$ cat src/rtl/pipe_pkg.sv
// Shared definitions for the MEM->WB pipeline boundary: default widths,
// the default-width payload record and its all-zero value.
package pipe_pkg;

  localparam int unsigned XLEN        = 32;
  localparam int unsigned DEF_RADDR_W = 5;

  // Payload carried from MEM to WB at the default widths.
  typedef struct packed {
    logic [XLEN-1:0]        instr;
    logic [XLEN-1:0]        pc;
    logic                   we;
    logic [DEF_RADDR_W-1:0] waddr;
    logic [XLEN-1:0]        wdata;
  } wb_payload_t;

  localparam wb_payload_t WB_PAYLOAD_ZERO = '0;

  // Packed width of a payload for a given set of field widths.
  function automatic int unsigned payload_w(int unsigned instr_w, int unsigned pc_w,
                                            int unsigned raddr_w, int unsigned data_w);
    return instr_w + pc_w + 1 + raddr_w + data_w;
  endfunction

endpackage

$ cat src/rtl/skid_buf_2.sv
// Generic 2-entry valid/ready buffer over an opaque payload vector.
// A head register drives the output; a skid register catches one extra entry
// so the upstream ready is a flop and never depends combinationally on
// out_ready. clear kills both entries and zeroes their payloads.
module skid_buf_2 #(
  parameter int unsigned W = 8
) (
  input  logic         clk,
  input  logic         reset,
  input  logic         clear,
  input  logic         in_valid,
  output logic         in_ready,
  input  logic [W-1:0] in_data,
  output logic         out_valid,
  input  logic         out_ready,
  output logic [W-1:0] out_data
);

  logic         hv_q, hv_d;
  logic         sv_q, sv_d;
  logic         rdy_q;
  logic [W-1:0] head_q, head_d;
  logic [W-1:0] skid_q, skid_d;
  logic         in_fire;

  assign in_fire = in_valid & rdy_q;

  // Next-state: kill, then advance head, then park input in the skid slot.
  always_comb begin
    hv_d   = hv_q;
    sv_d   = sv_q;
    head_d = head_q;
    skid_d = skid_q;
    if (reset || clear) begin
      hv_d   = 1'b0;
      sv_d   = 1'b0;
      head_d = '0;
      skid_d = '0;
    end else if (!hv_q || out_ready) begin
      if (sv_q) begin
        head_d = skid_q;
        hv_d   = 1'b1;
        sv_d   = 1'b0;
        // Unreachable while rdy_q == !sv_q; kept so a refill is never lost.
        if (in_fire) begin
          skid_d = in_data;
          sv_d   = 1'b1;
        end
      end else if (in_fire) begin
        head_d = in_data;
        hv_d   = 1'b1;
      end else begin
        hv_d = 1'b0;
      end
    end else if (in_fire) begin
      skid_d = in_data;
      sv_d   = 1'b1;
    end
  end

  // State registers; ready is its own flop so it has no path from out_ready.
  always_ff @(posedge clk) begin
    hv_q   <= hv_d;
    sv_q   <= sv_d;
    head_q <= head_d;
    skid_q <= skid_d;
    rdy_q  <= !sv_d;
  end

  assign in_ready  = rdy_q;
  assign out_valid = hv_q;
  assign out_data  = head_q;

endmodule

$ cat src/rtl/wb_pipe_skid.sv
// MEM->WB boundary register with valid/ready on both sides and a 2-entry
// skid buffer. Adds synchronous flush, r0 write masking and, when the macro
// WBPIPE_STALL_CNT_EN is defined, stall and skid-load counters.
module wb_pipe_skid
  import pipe_pkg::*;
#(
  parameter int unsigned DATA_W  = XLEN,
  parameter int unsigned PC_W    = XLEN,
  parameter int unsigned INSTR_W = XLEN,
  parameter int unsigned RADDR_W = DEF_RADDR_W,
  parameter bit          MASK_R0 = 1'b1
) (
  input  logic               clk,
  input  logic               reset,
  input  logic               flush,
  input  logic               m_valid,
  output logic               m_ready,
  input  logic [INSTR_W-1:0] m_instr,
  input  logic [PC_W-1:0]    m_pc,
  input  logic               m_we,
  input  logic [RADDR_W-1:0] m_waddr,
  input  logic [DATA_W-1:0]  m_wdata,
  output logic               w_valid,
  input  logic               w_ready,
  output logic [INSTR_W-1:0] w_instr,
  output logic [PC_W-1:0]    w_pc,
  output logic               w_we,
  output logic [RADDR_W-1:0] w_waddr,
  output logic [DATA_W-1:0]  w_wdata
`ifdef WBPIPE_STALL_CNT_EN
  ,
  output logic [31:0]        stall_cnt,
  output logic [15:0]        skid_hits
`endif
);

  localparam int unsigned PW = payload_w(INSTR_W, PC_W, RADDR_W, DATA_W);

  logic [PW-1:0] in_data;
  logic [PW-1:0] head_data;
  logic          head_we;

  assign in_data = {m_instr, m_pc, m_we, m_waddr, m_wdata};

  skid_buf_2 #(
    .W(PW)
  ) u_buf (
    .clk      (clk),
    .reset    (reset),
    .clear    (flush),
    .in_valid (m_valid),
    .in_ready (m_ready),
    .in_data  (in_data),
    .out_valid(w_valid),
    .out_ready(w_ready),
    .out_data (head_data)
  );

  assign {w_instr, w_pc, head_we, w_waddr, w_wdata} = head_data;

  // Write enable is the only combinational output: gated by valid and r0.
  always_comb begin
    w_we = head_we & w_valid;
    if (MASK_R0 && (w_waddr == '0)) begin
      w_we = 1'b0;
    end
  end

`ifdef WBPIPE_STALL_CNT_EN
  logic        skid_load;
  logic [31:0] stall_q;
  logic [15:0] hits_q;

  // With the skid empty, an accepted entry lands in it only when head stalls.
  assign skid_load = m_valid & m_ready & w_valid & !w_ready & !flush;

  // Counters survive flush; only reset clears them.
  always_ff @(posedge clk) begin
    if (reset) begin
      stall_q <= '0;
      hits_q  <= '0;
    end else begin
      if (w_valid && !w_ready && (stall_q != 32'hFFFF_FFFF)) begin
        stall_q <= stall_q + 32'd1;
      end
      if (skid_load) begin
        hits_q <= hits_q + 16'd1;
      end
    end
  end

  assign stall_cnt = stall_q;
  assign skid_hits = hits_q;
`else
  // Counters are not built in this configuration.
`endif

endmodule

$ cat config.mk
export PLATFORM = sky130hd
export DESIGN_NAME = wb_pipe_skid
export DESIGN_NICKNAME = d
export VERILOG_FILES = /design/src/rtl/pipe_pkg.sv /design/src/rtl/skid_buf_2.sv /design/src/rtl/wb_pipe_skid.sv
export SDC_FILE = /design/constraint.sdc
export NUM_CORES = 1
export LEC_CHECK = 0
export CORE_MARGIN = 8
export CORE_UTILIZATION = 45
export DETAILED_ROUTE_END_ITERATION = 12
export GPL_ROUTABILITY_DRIVEN = 1
export GPL_TIMING_DRIVEN = 0
export HOLD_SLACK_MARGIN = 0.03
export PLACE_DENSITY = 0.72
export SLEW_MARGIN = 20
export SYNTH_ARGS = -nofsm -noshare
export SYNTH_HDL_FRONTEND = slang
export SYNTH_SLANG_ARGS = --single-unit
$ cat constraint.sdc
create_clock -name clk -period 2.9 [get_ports clk]
set_clock_uncertainty 0.05 [all_clocks]
set_input_delay 0.58 -clock clk [delete_from_list [all_inputs] [get_ports clk]]
set_output_delay 0.58 -clock clk [all_outputs]
set_load 0.005 [all_outputs]
# Word level (Yosys, flattened, before mapping)
# Index checks and enable logic that the tools add are counted.
[op_classes]
eq_ne = 1
n_mux = 12
shift = 0
mul = 0
addsub = 0
n_lt_le_gt_ge = 0
n_reduce_logical = 7
div = 0
bitwise = 2
[op_table]
columns = ["cell", "count"]
rows = [
  ["2-to-1 mux 102 bit", 5],
  ["2-to-1 mux 1 bit", 7],
  ["zero test 5 bit", 1],
  ["AND 1 bit", 2],
  ["zero test 1 bit", 2],
  ["logical OR 1 bit", 2],
  ["inequality test 2 x 1 -> 1 bit (second input constant)", 1],
  ["AND reduction 2 bit", 1],
  ["nonzero test 2 bit", 1],
]
[totals]
word_cells = 27
inputBits = 107
rom_bits = 0
mem_bits_rw = 0
output_inout_bits = 104
memories = 0
latchBits = 0
register_bits = 207

# Longest topological paths before layout
# Gate-level depths: netlist of run 1.
[logic_depth]
ltp_word = 6
mapped_depth = 6

# By module
# From an unflattened synthesis of run 1, not the netlist that was laid out.
[hier_totals]
cells_unflattened = 924
area_unflattened_um2 = 9246.4
[modules_own_cells]
columns = ["module", "cells_per_inst", "area_each_um2", "instances"]
rows = [
  ["skid_buf_2", 922, 9230.1, 1],
  ["wb_pipe_skid", 2, 16.3, 1],
]

# Least setup slack after synthesis of run 1
# OpenSTA, ideal clock, no wires.
[synth_timing]
kind = "input -> register"
start = "input flush"
end = "register u_buf.head_q[10], in the netlist u_buf.out_data[10]"
path_stages = 5
setup_slack_ps = 1296
setup_time_ps = 79
n_path_buf = 3
required_ps = 2771
t_arrival_ps = 1475
cell_sequence = "or2_2 -> clkbuf_1 -> clkbuf_1 -> buf_2 -> a211oi_2"
[synth_between]
elab_chain_cells = 1
[synth_rtl]
columns = ["item", "line", "source"]
rows = [
  ["from (decl)", "wb_pipe_skid.sv:15", "input logic flush,"],
  ["logical OR 1 bit", "skid_buf_2.sv:34", "if (reset || clear) begin"],
  ["to (signal assigned)", "skid_buf_2.sv:65", "head_q <= head_d;"],
  ["to (decl)", "skid_buf_2.sv:22", "logic [W-1:0] head_q, head_d;"],
]
# Every way passes these cells.
# A chain may end at the register's enable or synchronous reset.

# Worst setup path after layout of run 1
[layout_timing]
start = "register u_buf.head_q[32], in the netlist u_buf.out_data[32]"
end = "output w_we"
[layout_between]
elab_chain_cells = 2
[layout_rtl]
columns = ["item", "line", "source"]
rows = [
  ["zero test 5 bit", "wb_pipe_skid.sv:64", "if (MASK_R0 && (w_waddr == '0)) begin"],
  ["2-to-1 mux 1 bit", "wb_pipe_skid.sv:64", ""],
  ["to (decl)", "wb_pipe_skid.sv:27", "output logic w_we,"],
]
# Every way passes these cells.

==> impl_metrics.ini, run 1 <==
[global_route]
grt.overflow.total = 0
grt.total_usage_pct = 19.43
grt_first_pass_wirelength_um = 42700
grt_pass1_vias = 8148
antenna_found_initial = 3
grt_max_degree = 14

[sta]
fin_ws_ps = 220.0
setup_violations = 0
hold_viol = 0
rsz0062_at_grt = false
slew_viol_final = 0
fin_setup_tns_ps = 0
relSlewSlack_pct = 53.27
fin_crit_ps = 2680
tightest_slew_ps = 701.0
max_freq_ghz = 0.3731
period_share_pct = 92.41

[placed_design]
post-dp-hpwl_um = 19440
pre_cts_ws_ps = 110.9
portBuffers = 210
gp_congestion = 0.7736

[cts]
cts_resized = 0
ctsHoldBuffers = 0
post_cts_buffers = 0
numCtsBuffers = 24
cts_tree = yes
clock_latency_ps = 500
cts_sinks = 207
htreeDepth = 1
ctsLongestPathBuffers = 3
clk_pin_slew_worst_paths_ps = 60
cts-root-buf = clkbuf_16

[die]
die_x_um = 165.2
initial_core_util_pct = 45.92
die_height_um = 165.2
core_mm2 = 0.02182
rows = 54
ioPinCount = 211
die_area_mm2 = 0.02730

[finish]
fill_cells = 1825
utilization_pct = 60.99
nets = 1368
final_cell_mix = clkdlybuf4s50_1, dfxtp_1, mux2i_1, nand2_1, buf_4
final_common_cell = clkdlybuf4s50_1
drive_above_1_share_pct = 22.77
syn2layout_area_growth_pct = 32.80

[pwr]
p_per_area_mw_per_mm2 = 527.1
p_leak_nw = 4.715
vdd_ir_drop_max_mv = 0.3258

[synthesis]
yosys_warnings = 0
synth_cells = 1025
synth-seq-area-share_pct = 41.35
yosys_register_bits = 207
synth_cell_types = 22
synth_nets = 1132
avgSynthCellArea_um2 = 9.778
synth_area_mm2 = 0.01002

[critical_path]
critPathKind = flop to output pin
critical_path_arrival_ps = 2050
cp.required_ps = 2270
r2r_start = u_buf.out_valid
regToRegEndpoint = u_buf.skid_q[76]
end_kind = output pin
crit_fanout = 3
rr_worst_depth = 6
worst_setup_path_endpoint = w_we
critPathLaunchType = flop
critPathLaunch = u_buf.out_data[32]
reg2reg_setup_slack_ps = 1130

[routing]
avgRoutedWirePerCell_um = 17.69
drtPass1Iterations = 5
vias = 7928
routed_via_density = 5.082
wl_met3_um = 1767
met2_wirelength_um = 12770
drt_wl_total_um = 27590
met1_length_um = 12200
ant_nets = 0
topRoutingLayerUsed = met5
drtIter0Drc = 344
drcViolationCount = 0

[status]
outcome = finished clean

[job]
max_cap_viol_count = 0

[worst_hold_path]
hold_class = flop to flop
critical path: stages, from the launching register on:
cell and delay, ps:
dfxtp_1 340, or3_1 410, o311a_1 300, clkdlybuf4s50_1 500
layer usage:
layer	up-vias	track usage [%]
li1	3929	-
met1	3731	24.33
met2	217	32.60
met5	-	0
met3	49	3.917
met4	2	6.921
cells in the mapped netlist (all sizes together):
cell type	count	share of area [%]
dfxtp	207	41
mux2i	204	20
nand2	204	7.6
buf	167	12
a211oi	102	12
a21oi	102	5.1
clkbuf	25	0.94
nor2	3	0.14
and2	2	0.12
a21o	1	0.075
nand2b	1	0.062
nor2b	1	0.14
o211a	1	0.10
o21a	1	0.075
o21ai	1	0.050
o311a	1	0.10
or2	1	0.062
or3	1	0.062
worst min-delay path by stage:
stage,startpoint,end,cells past startpoint
final,u_buf.skid_q[37],u_buf.skid_q[37],2
after global routing,u_buf.skid_q[2],u_buf.skid_q[2],2
after detailed placement,u_buf.skid_q[2],u_buf.skid_q[2],2
after floorplan,u_buf.skid_q[0],u_buf.skid_q[0],2
after CTS,u_buf.skid_q[2],u_buf.skid_q[2],2
after global placement,u_buf.skid_q[46],u_buf.skid_q[46],2
state kept, by name, summed over array words and instances (netlist names):
signal,cells
u_buf.out_valid,1
u_buf.sv_q,1
u_buf.skid_q,102
u_buf.out_data,102
u_buf.in_ready,1
cell type report:
class / count / area (um^2) / share of cell area, %
Tap cell: 280 / 350.3 / 2.632
Multi-Input combinational cell: 626 / 4583 / 34.44
Antenna cell: 2 / 5.005 / 0.03760
Sequential cell: 207 / 4144 / 31.14
Timing Repair Buffer: 210 / 2102 / 15.79
Clock inverter: 12 / 141.4 / 1.062
Buffer: 192 / 1295 / 9.730
Clock buffer: 31 / 688.2 / 5.171
per-stage QoR:
| step | hold WS [ps] | cell area (um^2) | instances | power [mW] |
|---|---|---|---|---|
| after floorplan | 384.4 | 10020 | 1025 | 3.513 |
| after global placement | 391.6 | 12470 | 1515 | 3.931 |
| after detailed placement | 396.7 | 12470 | 1515 | 3.942 |
| after CTS | 407.7 | 13300 | 1558 | 7.088 |
| after global routing | 415.1 | 13310 | 1560 | 7.272 |
| final | 407.4 | 13310 | 1560 | 7.015 |
logic make-up after synthesis:
family                 synth area share, %
AOI/OAI and AO/OA                    17.13
DFF                                  41.35
muxes                                20.37
buffers and inverters                12.92
and+or+nand+nor                      8.227
power by group:
| group | total (mW) | internal (mW) | switching, mW | leakage, nW |
|---|---|---|---|---|
| Clock | 3.14 | 1.94 | 1.20 | 0.419 |
| Combinational | 0.915 | 0.487 | 0.428 | 2.61 |
| Sequential | 2.96 | 2.92 | 0.0445 | 1.68 |
(Power assumes the default switching activity.)
==> inputs of run 2 (changes only) <==
--- a/config.mk
+++ b/config.mk
@@ -7,6 +7,7 @@
 export LEC_CHECK = 0
 export CORE_MARGIN = 8
 export CORE_UTILIZATION = 45
+export CTS_CLUSTER_SIZE = 20
 export DETAILED_ROUTE_END_ITERATION = 12
 export GPL_ROUTABILITY_DRIVEN = 1
 export GPL_TIMING_DRIVEN = 0
==> results of run 2 <==
Final layout, timing and power as in run 1 (identical DEF).
==> inputs of run 3 (changes only) <==
--- a/config.mk
+++ b/config.mk
@@ -13,7 +13,7 @@
 export GPL_TIMING_DRIVEN = 0
 export HOLD_SLACK_MARGIN = 0.03
 export PLACE_DENSITY = 0.72
-export SLEW_MARGIN = 20
+export SLEW_MARGIN = 0
 export SYNTH_ARGS = -nofsm -noshare
 export SYNTH_HDL_FRONTEND = slang
 export SYNTH_SLANG_ARGS = --single-unit
==> results of run 3 <==
Final layout, timing and power as in run 1 (identical DEF).
